## config.mk

```make
export PLATFORM = sky130hd
export DESIGN_NAME = nav_seq_ctrl
export DESIGN_NICKNAME = d
export VERILOG_FILES = /design/src/rtl/nav_pkg.sv /design/src/rtl/nav_seq_ctrl_spd_ramp.sv /design/src/rtl/nav_seq_ctrl.sv
export SDC_FILE = /design/constraint.sdc
export NUM_CORES = 1
export LEC_CHECK = 0
export CORE_MARGIN = 1
export CORE_UTILIZATION = 43
export DETAILED_ROUTE_END_ITERATION = 6
export HOLD_SLACK_MARGIN = 0.03
export PLACE_DENSITY_LB_ADDON = 0.05
export SYNTH_ARGS = -nofsm -noshare
export SYNTH_HDL_FRONTEND = slang
export SYNTH_HIERARCHICAL = 1
export SYNTH_SLANG_ARGS = --single-unit
export TNS_END_PERCENT = 1
```

## constraint.sdc

```tcl
create_clock -name clk -period 5.1 [get_ports clk]
set_input_delay 0.765 -clock clk [delete_from_list [all_inputs] [get_ports clk]]
set_output_delay 0.765 -clock clk [all_outputs]
set_load 0.01 [all_outputs]
```

## src/rtl/nav_pkg.sv

```systemverilog
// Shared types and constants for the navigation sequencer.
// Build option: NAV_FAST_SIM_EN scales the ramp steps by 16 and lets the
// turn finish on a single in-band heading sample.
package nav_pkg;

  localparam int SPD_W  = 11;
  localparam int HDNG_W = 12;

  // Default speed profile
  localparam logic [SPD_W-1:0] DEF_MAX_SPD  = 11'h2A0;
  localparam logic [SPD_W-1:0] DEF_MIN_SPD  = 11'h0D0;
  localparam logic [SPD_W-1:0] DEF_RAMP_INC = 11'd4;
  localparam logic [SPD_W-1:0] DEF_RAMP_DEC = 11'd8;

`ifdef NAV_FAST_SIM_EN
  localparam int   RAMP_SHIFT   = 4;
  localparam logic TURN_QUAL_ONE = 1'b1;
`else
  localparam int   RAMP_SHIFT   = 0;
  localparam logic TURN_QUAL_ONE = 1'b0;
`endif

  typedef enum logic [1:0] {
    IDLE  = 2'd0,
    TURN  = 2'd1,
    ACCEL = 2'd2,
    DECEL = 2'd3
  } nav_state_t;

  typedef enum logic [2:0] {
    RAMP_HOLD     = 3'd0,
    RAMP_LOAD_MIN = 3'd1,
    RAMP_UP       = 3'd2,
    RAMP_DOWN     = 3'd3,
    RAMP_CLR      = 3'd4
  } ramp_op_t;

  typedef logic [2:0] sqr_cnt_t;

  // True once the move has crossed all squares but the last one, which is
  // reserved for braking. Requests of 0 or 1 square brake right away.
  function automatic logic sqrs_reached(input sqr_cnt_t cnt, input sqr_cnt_t cmd);
    return (cmd <= 3'd1) || (cnt == (cmd - 3'd1));
  endfunction

endpackage

```

## src/rtl/nav_seq_ctrl_spd_ramp.sv

```systemverilog
// Forward-speed ramp register: load MIN_SPD, saturating increment,
// floor-to-zero decrement, clear. zero_next warns that a decrement now
// would bottom out, which the sequencer uses to end a deceleration.
module spd_ramp
  import nav_pkg::*;
#(
  parameter logic [SPD_W-1:0] MAX_SPD  = DEF_MAX_SPD,
  parameter logic [SPD_W-1:0] MIN_SPD  = DEF_MIN_SPD,
  parameter logic [SPD_W-1:0] RAMP_INC = DEF_RAMP_INC,
  parameter logic [SPD_W-1:0] RAMP_DEC = DEF_RAMP_DEC
) (
  input  logic             clk,
  input  logic             rst,
  input  ramp_op_t         op,
  output logic [SPD_W-1:0] spd,
  output logic             zero_next
);

  // Step sizes carried one bit wider so the saturation compare cannot wrap
  localparam logic [SPD_W:0] INC_EFF = {1'b0, RAMP_INC} << RAMP_SHIFT;
  localparam logic [SPD_W:0] DEC_EFF = {1'b0, RAMP_DEC} << RAMP_SHIFT;

  logic [SPD_W-1:0] spd_reg;
  logic [SPD_W-1:0] spd_next;
  logic [SPD_W:0]   spd_sum;

  assign spd_sum   = {1'b0, spd_reg} + INC_EFF;
  assign zero_next = ({1'b0, spd_reg} <= DEC_EFF);
  assign spd       = spd_reg;

  // Next-speed selection for the requested ramp operation
  always_comb begin
    spd_next = spd_reg;
    case (op)
      RAMP_LOAD_MIN: spd_next = MIN_SPD;
      RAMP_UP:       spd_next = (spd_sum >= {1'b0, MAX_SPD}) ? MAX_SPD : spd_sum[SPD_W-1:0];
      RAMP_DOWN:     spd_next = zero_next ? '0 : (spd_reg - DEC_EFF[SPD_W-1:0]);
      RAMP_CLR:      spd_next = '0;
      default:       spd_next = spd_reg;
    endcase
  end

  // Speed register
  always_ff @(posedge clk or posedge rst) begin
    if (rst) spd_reg <= '0;
    else     spd_reg <= spd_next;
  end

endmodule

```

## src/rtl/nav_seq_ctrl.sv

```systemverilog
// Navigation sequencer feeding the heading PID: turn-to-heading, then
// ramped forward moves counted in squares, with emergency stop.
// Build option: NAV_FAST_SIM_EN (see nav_pkg) shortens ramps and the turn
// qualifier for system-level simulation.
module nav_seq_ctrl
  import nav_pkg::*;
#(
  parameter logic [SPD_W-1:0] MAX_SPD  = DEF_MAX_SPD,
  parameter logic [SPD_W-1:0] MIN_SPD  = DEF_MIN_SPD,
  parameter logic [SPD_W-1:0] RAMP_INC = DEF_RAMP_INC,
  parameter logic [SPD_W-1:0] RAMP_DEC = DEF_RAMP_DEC
) (
  input  logic              clk,
  input  logic              rst,
  input  logic              strt_hdng,
  input  logic              strt_mv,
  input  logic [HDNG_W-1:0] cmd_hdng,
  input  logic [2:0]        cmd_sqrs,
  input  logic              sq_pulse,
  input  logic              estop,
  input  logic              hdng_vld,
  input  logic              at_hdng,
  output logic              moving,
  output logic [HDNG_W-1:0] dsrd_hdng,
  output logic [SPD_W-1:0]  frwrd_spd,
  output logic              busy,
  output logic              cmplt
);

  nav_state_t        state_reg, state_next;
  sqr_cnt_t          sq_cnt_reg, sq_cnt_next;
  sqr_cnt_t          sqrs_reg, sqrs_next;
  logic [HDNG_W-1:0] hdng_reg, hdng_next;
  logic              qual_reg, qual_next;
  logic              cmplt_reg, cmplt_next;
  logic              busy_reg;
  logic              moving_reg;
  ramp_op_t          ramp_op;
  logic              zero_next;

  spd_ramp #(
    .MAX_SPD  (MAX_SPD),
    .MIN_SPD  (MIN_SPD),
    .RAMP_INC (RAMP_INC),
    .RAMP_DEC (RAMP_DEC)
  ) u_spd_ramp (
    .clk       (clk),
    .rst       (rst),
    .op        (ramp_op),
    .spd       (frwrd_spd),
    .zero_next (zero_next)
  );

  // Sequencer next-state and ramp-command decode; estop overrides everything
  always_comb begin
    state_next  = state_reg;
    sq_cnt_next = sq_cnt_reg;
    sqrs_next   = sqrs_reg;
    hdng_next   = hdng_reg;
    qual_next   = qual_reg;
    cmplt_next  = 1'b0;
    ramp_op     = RAMP_HOLD;

    if (estop) begin
      state_next = IDLE;
      qual_next  = 1'b0;
      ramp_op    = RAMP_CLR;
    end else begin
      case (state_reg)
        IDLE: begin
          if (strt_hdng) begin
            hdng_next  = cmd_hdng;
            qual_next  = 1'b0;
            state_next = TURN;
          end else if (strt_mv) begin
            sqrs_next   = cmd_sqrs;
            sq_cnt_next = '0;
            state_next  = ACCEL;
          end
        end
        TURN: begin
          if (hdng_vld) begin
            if (at_hdng && (qual_reg || TURN_QUAL_ONE)) begin
              qual_next  = 1'b0;
              cmplt_next = 1'b1;
              state_next = IDLE;
            end else begin
              qual_next = at_hdng;
            end
          end
        end
        ACCEL: begin
          if (sq_pulse) sq_cnt_next = sq_cnt_reg + 3'd1;
          if (hdng_vld) ramp_op = (frwrd_spd == '0) ? RAMP_LOAD_MIN : RAMP_UP;
          // Braking starts only once the ramp has produced its first speed
          if (sqrs_reached(sq_cnt_next, sqrs_reg) && ((frwrd_spd != '0) || hdng_vld))
            state_next = DECEL;
        end
        DECEL: begin
          if (hdng_vld) begin
            if (zero_next) begin
              ramp_op    = RAMP_CLR;
              cmplt_next = 1'b1;
              state_next = IDLE;
            end else begin
              ramp_op = RAMP_DOWN;
            end
          end
        end
        default: state_next = IDLE;
      endcase
    end
  end

  // Sequencer state and registered outputs
  always_ff @(posedge clk or posedge rst) begin
    if (rst) begin
      state_reg  <= IDLE;
      sq_cnt_reg <= '0;
      sqrs_reg   <= '0;
      hdng_reg   <= '0;
      qual_reg   <= 1'b0;
      cmplt_reg  <= 1'b0;
      busy_reg   <= 1'b0;
      moving_reg <= 1'b0;
    end else begin
      state_reg  <= state_next;
      sq_cnt_reg <= sq_cnt_next;
      sqrs_reg   <= sqrs_next;
      hdng_reg   <= hdng_next;
      qual_reg   <= qual_next;
      cmplt_reg  <= cmplt_next;
      busy_reg   <= (state_next != IDLE);
      moving_reg <= (state_next != IDLE);
    end
  end

  assign moving    = moving_reg;
  assign busy      = busy_reg;
  assign cmplt     = cmplt_reg;
  assign dsrd_hdng = hdng_reg;

endmodule

```

==> results.yml, run 1 <==
timing:
  setup_viol_count_final: 0
  drv_slew: 0
  fin_crit_sh_pct: 62.0
  fin_crit_ns: 3.16
  clock_skew_ns: 0.00557
  worst_pin_slew_ns: 0.888
  fmax_mhz: 316
  relSlewSlack_pct: 40.8
  hold_violations: 0
  rsz0062_at_grt: "no"
  finalSetupTns_ns: 0
synth:
  yosys_warnings: 6
  syn_area_sq_um: 2210
  synth_simple_gate_area_share_pct: 18.5
  synthFlopType: "dfrtp_1"
  ys_seq_area_share_pct: 36.2
  async_flop_share_pct: 100
  syn_avg_cell_area_sq_um: 9.59
  synth_mux_area_share_pct: 7.06
  synth_xor_area_share_pct: 4.18
  synth-edff-count: 0
  synth_cells: 231
  ys_types: 65
  synth-seq-cells: 32
  synth_top_family_by_area: "compound AO/OA/AOI/OAI gates"
  synth_compound_area_share_pct: 22.3
  synth-adder-area-share_pct: 3.95
clock_tree:
  clockBufferDepth: 2
  cts_tree: "yes"
  clk_pin_slew_ns: 0.07
  cts-resized-gates: 0
  cts_buffers: 5
  worstSkewPairLatency_ns: 0.28
  htree_levels: 2
  clockRootBuffer: "clkbuf_8"
  hold_buffers: 0
  postCtsSetupBuffers: 0
  cts_sinks: 32
floorplanning:
  initial_core_util_pct: 45.7
  rows: 25
  pin_count: 49
  dieArea_sq_um: 5440
  die_w_microns: 73.8
  core_area_sq_um: 4850
  die_h_microns: 73.8
route:
  wl_microns: 5280
  ant_nets: 0
  vias: 1944
  via_per_inst: 5.72
  drc: 0
  drt-wirelength-per-cell_microns: 15.5
  drt_iter0_markers: 104
  drt_pass1_iterations: 4
layout:
  mostFrequentLayoutCell: "clkdlybuf4s50_1"
  seq_area_sq_um: 801
  insertedDiodeCount: 0
  nets: 302
  area_growth_pct: 25.1
  num-fill-cells: 456
  largest_reg_flops: 12
  multi_input_area_sq_um: 1250
  final_cell_mix: "clkdlybuf4s50_1 (46), dfrtp_1 (32), nand2_1 (20)"
  final_area_sq_um: 2770
  drive_gt1_share_pct: 12.8
power:
  p_leak_nw: 1.10
  p_int_w: 0.000702
  power_density_nw_per_um2: 377
  p_sw_w: 0.000341
  peakVddDrop_uv: 161
  p_sw_share_pct: 32.7
  comb_power_share_pct: 39.9
  seqPwrFrac_pct: 37.0
  clockPowerShare_pct: 23.1
status:
  status: "complete, no violations"
placement:
  io_buffers: 46
  gp_congestion: 0.984
  place_area_sq_um: 2660
  place_hpwl_microns: 3780
global_route:
  grt_pass1_vias: 1818
  grt_max_degree: 24
  grt-ovfl-total: 0
  grt_usage_pct: 21.4
  grt_pass1_wl_microns: 8810
  grt_antenna_before_repair: 0
run:
  cap_violations: 0
worst_hold_path:
  hold_path_class: "reg2reg"
critical_path:
  crit_path_max_fanout: 10
  critPathCaptureType: "register"
  worstSetupPathType: "reg2reg"
  start_kind: "register"
  required_ns: 5.29
  reg2reg_slack_ns: 1.94
  arrival_ns: 3.36
synthesized netlist by cell type (3+ instances only):
master | n | area, sq um
dfrtp_1 | 32 | 801
nand2_1 | 20 | 75.1
inv_1 | 15 | 56.3
nor2_1 | 15 | 56.3
o21ai_0 | 15 | 75.1
mux2_2 | 12 | 135
a21oi_1 | 7 | 35.0
ha_1 | 7 | 87.6
nor3_1 | 7 | 35.0
buf_4 | 5 | 37.5
nand3_1 | 5 | 25.0
xnor2_1 | 5 | 43.8
nor2b_1 | 4 | 25.0
a22o_1 | 3 | 26.3
a31oi_1 | 3 | 18.8
buf_2 | 3 | 15.0
buf_6 | 3 | 33.8
nand3b_1 | 3 | 22.5
nand4_1 | 3 | 18.8
o21ai_1 | 3 | 15.0
o31ai_1 | 3 | 22.5
or3_1 | 3 | 18.8
xor2_1 | 3 | 26.3
cells by family after synthesis:
group | after synthesis
xor gates and xnor gates | 9
and+or+nand+nor | 74
buffers and inverters | 30
adders and majority gates | 7
AOI/OAI and AO/OA | 64
DFF | 32
muxes | 14
other | 1
power by group through the flow:
stage,registers (W),logic (W),clock network [W]
finish,0.000386,0.000416,0.000241
global route,0.000396,0.000460,0.000259
CTS,0.000386,0.000419,0.000250
detailed placement,0.000391,0.000417,0
global placement,0.000387,0.000415,0
floorplan,0.000392,0.000255,0
area by class of cell:
| class | instances | area share, % |
|---|---|---|
| clock inverters | 2 | 1.26 |
| flip-flops and latches | 32 | 28.9 |
| inverters | 16 | 2.26 |
| repair buffers | 47 | 16.9 |
| clock buffers | 6 | 2.62 |
| multi-input cells | 170 | 45.0 |
| well taps | 67 | 3.03 |
routing by layer:
layer | vias to the layer above | GRT usage (%) | share of wire (%) | wire length (microns)
li1 | 926 | - | - | -
met1 | 934 | 28.8 | 47 | 2500
met2 | 73 | 32.1 | 44 | 2320
met3 | 11 | 5.21 | 6.6 | 347
met4 | 0 | 9.83 | 2.0 | 107
met5 | - | 0 | 0 | 0
through the flow:
step	utilization (%)	worst slack, ns	std cells	hold slack [ns]	total power, W
2_1_floorplan	-	1.44	232	0.512	0.000648
3_3_place_gp	54.9	1.95	332	0.487	0.000802
3_5_place_dp	54.9	1.90	332	0.495	0.000808
4_1_cts	57.1	1.94	340	0.511	0.00105
5_1_grt	57.1	1.77	340	0.523	0.00111
6_report	57.1	1.94	340	0.506	0.00104
critical path, stage by stage (launching register included):
cell and delay (ns):
dfrtp_1 0.57, inv_1 0.08, ha_1 0.20, nor2b_2 0.16
o2111ai_4 0.29, inv_4 0.09, a2111oi_1 0.39, buf_4 0.22
nand2b_1 0.13, or4_4 0.54, a32o_1 0.23, o31ai_2 0.16
final timing paths:
path | depth (start not counted) | start | end
min in group asynchronous | 2 | rst | u_spd_ramp/spd[7]
max in group asynchronous | 2 | rst | sqrs_reg[0]
worst min-delay path | 1 | dsrd_hdng[7] | dsrd_hdng[7]
worst max register to register | 11 | u_spd_ramp/spd[2] | u_spd_ramp/spd[8]
worst max-delay path | 11 | u_spd_ramp/spd[2] | u_spd_ramp/spd[8]
worst min register to register | 1 | dsrd_hdng[7] | dsrd_hdng[7]
Power figures use the tool's default switching activity.
==> run 2: changes to the inputs <==
==> constraint.sdc (replaced) <==
create_clock -name clk -period 2.7 [get_ports clk]
set_input_delay 0.405 -clock clk [delete_from_list [all_inputs] [get_ports clk]]
set_output_delay 0.405 -clock clk [all_outputs]
set_load 0.01 [all_outputs]
==> run 2 against run 1 <==
Flip-flop and latch count did not move. Routed wire length rose by 5.6%. Sequential share of layout area decreased by 2.2 points. Non-clock buffer count grew 26. Worst hold slack worse by 0.084 ns. Die area is the same. Maximum frequency is 19% higher. First-iteration DRC count grew 20%. Setup slack worse by 1.9 ns. Critical path type unchanged. Power increased by 87%. Combinational power increased by 110%. Critical path depth unchanged. Critical endpoint is now u_spd_ramp/spd[10].
==> results.yml, run 2 (synthesis results as in run 1) <==
route:
  drt_iter0_markers: 125
  wl_microns: 5570
  ant_nets: 0
  drc: 0
  via_per_inst: 5.47
  drt-wirelength-per-cell_microns: 15.2
  vias: 2003
  drt_pass1_iterations: 5
global_route:
  grt_antenna_before_repair: 0
  grt_pass1_vias: 1849
  grt_max_degree: 24
  grt_pass1_wl_microns: 9040
  grt-ovfl-total: 0
  grt_usage_pct: 22.1
critical_path:
  critPathCaptureType: "register"
  worstSetupPathType: "reg2reg"
  crit_path_max_fanout: 8
  required_ns: 2.91
  rr_endpoint: "u_spd_ramp/spd[10]"
  reg2reg_from: "u_spd_ramp/spd[2]"
  reg2reg_depth: 11
  arrival_ns: 2.86
  start_kind: "register"
  reg2reg_slack_ns: 0.05
timing:
  hold_violations: 0
  finalSetupTns_ns: 0
  clock_skew_ns: 0.00247
  fin_crit_sh_pct: 98.1
  rsz0062_at_grt: "yes"
  fmax_mhz: 378
  setup_viol_count_final: 0
  drv_slew: 0
  fin_crit_ns: 2.65
floorplanning:
  pin_count: 49
  die_h_microns: 73.8
  initial_core_util_pct: 45.7
  rows: 25
  dieArea_sq_um: 5440
  core_area_sq_um: 4850
  die_w_microns: 73.8
placement:
  io_buffers: 46
  placed_cells: 358
  gp_congestion: 0.954
  place_hpwl_microns: 4270
clock_tree:
  cts_buffers: 5
  hold_buffers: 0
  cts_tree: "yes"
  cts_sinks: 32
  htree_levels: 2
  clockBufferDepth: 2
  clockRootBuffer: "clkbuf_8"
  clk_pin_slew_ns: 0.07
  worstSkewPairLatency_ns: 0.28
power:
  p_leak_nw: 1.25
  power_density_nw_per_um2: 652
  peakVddDrop_uv: 266
  finalPower_w: 0.00195
layout:
  mostFrequentLayoutCell: "clkdlybuf4s50_1"
  multi_input_area_sq_um: 1290
  nets: 328
  largest_reg_flops: 12
  stdcell_count: 366
  num-fill-cells: 454
  area_growth_pct: 35.3
  drive_gt1_share_pct: 22.7
  final_cell_mix: "clkdlybuf4s50_1 (46), dfrtp_1 (32), buf_4 (27)"
  insertedDiodeCount: 0
  seq_area_sq_um: 801
  fin_util_pct: 61.8
status:
  status: "complete, no violations"
run:
  cap_violations: 0
worst_hold_path:
  hold_path_class: "in2async"
-- run 2: area by class of cell --
class	instances	share of cell area, %
Multi-Input combinational cell	170	43.1
Sequential cell	32	26.7
Timing Repair Buffer	73	22.1
Tap cell	67	2.80
Clock buffer	6	2.76
Inverter	16	2.09
Clock inverter	2	0.334
-- run 2: metrics by stage --
step	worst slack, ns	hold WS, ns	cell area, sq um
after CTS	0.0603	0.440	2980
final	0.0523	0.422	3000
after global placement	0.117	0.487	2890
after detailed placement	0.105	0.494	2890
after global routing	-0.0506	0.461	3000
after floorplan	-0.0539	0.233	2250
-- run 2: worst max path at each step --
stage                           start            endpoint  slack [ns]  cells past startpoint
floorplan           u_spd_ramp/spd[2]   u_spd_ramp/spd[8]       -0.05                     11
finish              u_spd_ramp/spd[2]  u_spd_ramp/spd[10]        0.05                     11
CTS                 u_spd_ramp/spd[2]   u_spd_ramp/spd[8]        0.06                     12
detailed placement  u_spd_ramp/spd[2]   u_spd_ramp/spd[8]        0.11                     12
global route        u_spd_ramp/spd[2]  u_spd_ramp/spd[10]       -0.05                     11
global placement    u_spd_ramp/spd[2]  u_spd_ramp/spd[10]        0.12                     11
-- run 2: per-layer routing --
metal | vias up | GRT usage [%] | share of wire, %
met3 | 11 | 2.47 | 6.0
met5 | - | 0 | 0
met4 | 0 | 9.40 | 2.2
li1 | 975 | - | -
met2 | 79 | 37.6 | 48
met1 | 938 | 28.2 | 44
-- run 2: critical path: stages, from the launching register on --
cell,delay [ns]
dfrtp_1,0.39
inv_1,0.06
ha_1,0.19
nor2b_4,0.13
o2111ai_4,0.23
inv_4,0.06
buf_4,0.16
a41o_1,0.25
nand2b_2,0.22
or3_1,0.44
or3_1,0.37
o21ai_1,0.08
-- run 2: what timing repair did --
action                     in CTS  in global routing
setup buffers                   0                  0
hold endpoints to repair        0                  0
setup endpoints to repair       0                  5
gates resized for setup         0                  4
-- run 2: where the power goes --
group / total, W / switching (W) / leakage, nW / internal [W]
logic: 0.000883 / 0.000389 / 0.786 / 0.000494
registers: 0.000690 / 0.0000811 / 0.409 / 0.000609
clock network: 0.000380 / 0.000177 / 0.0510 / 0.000203
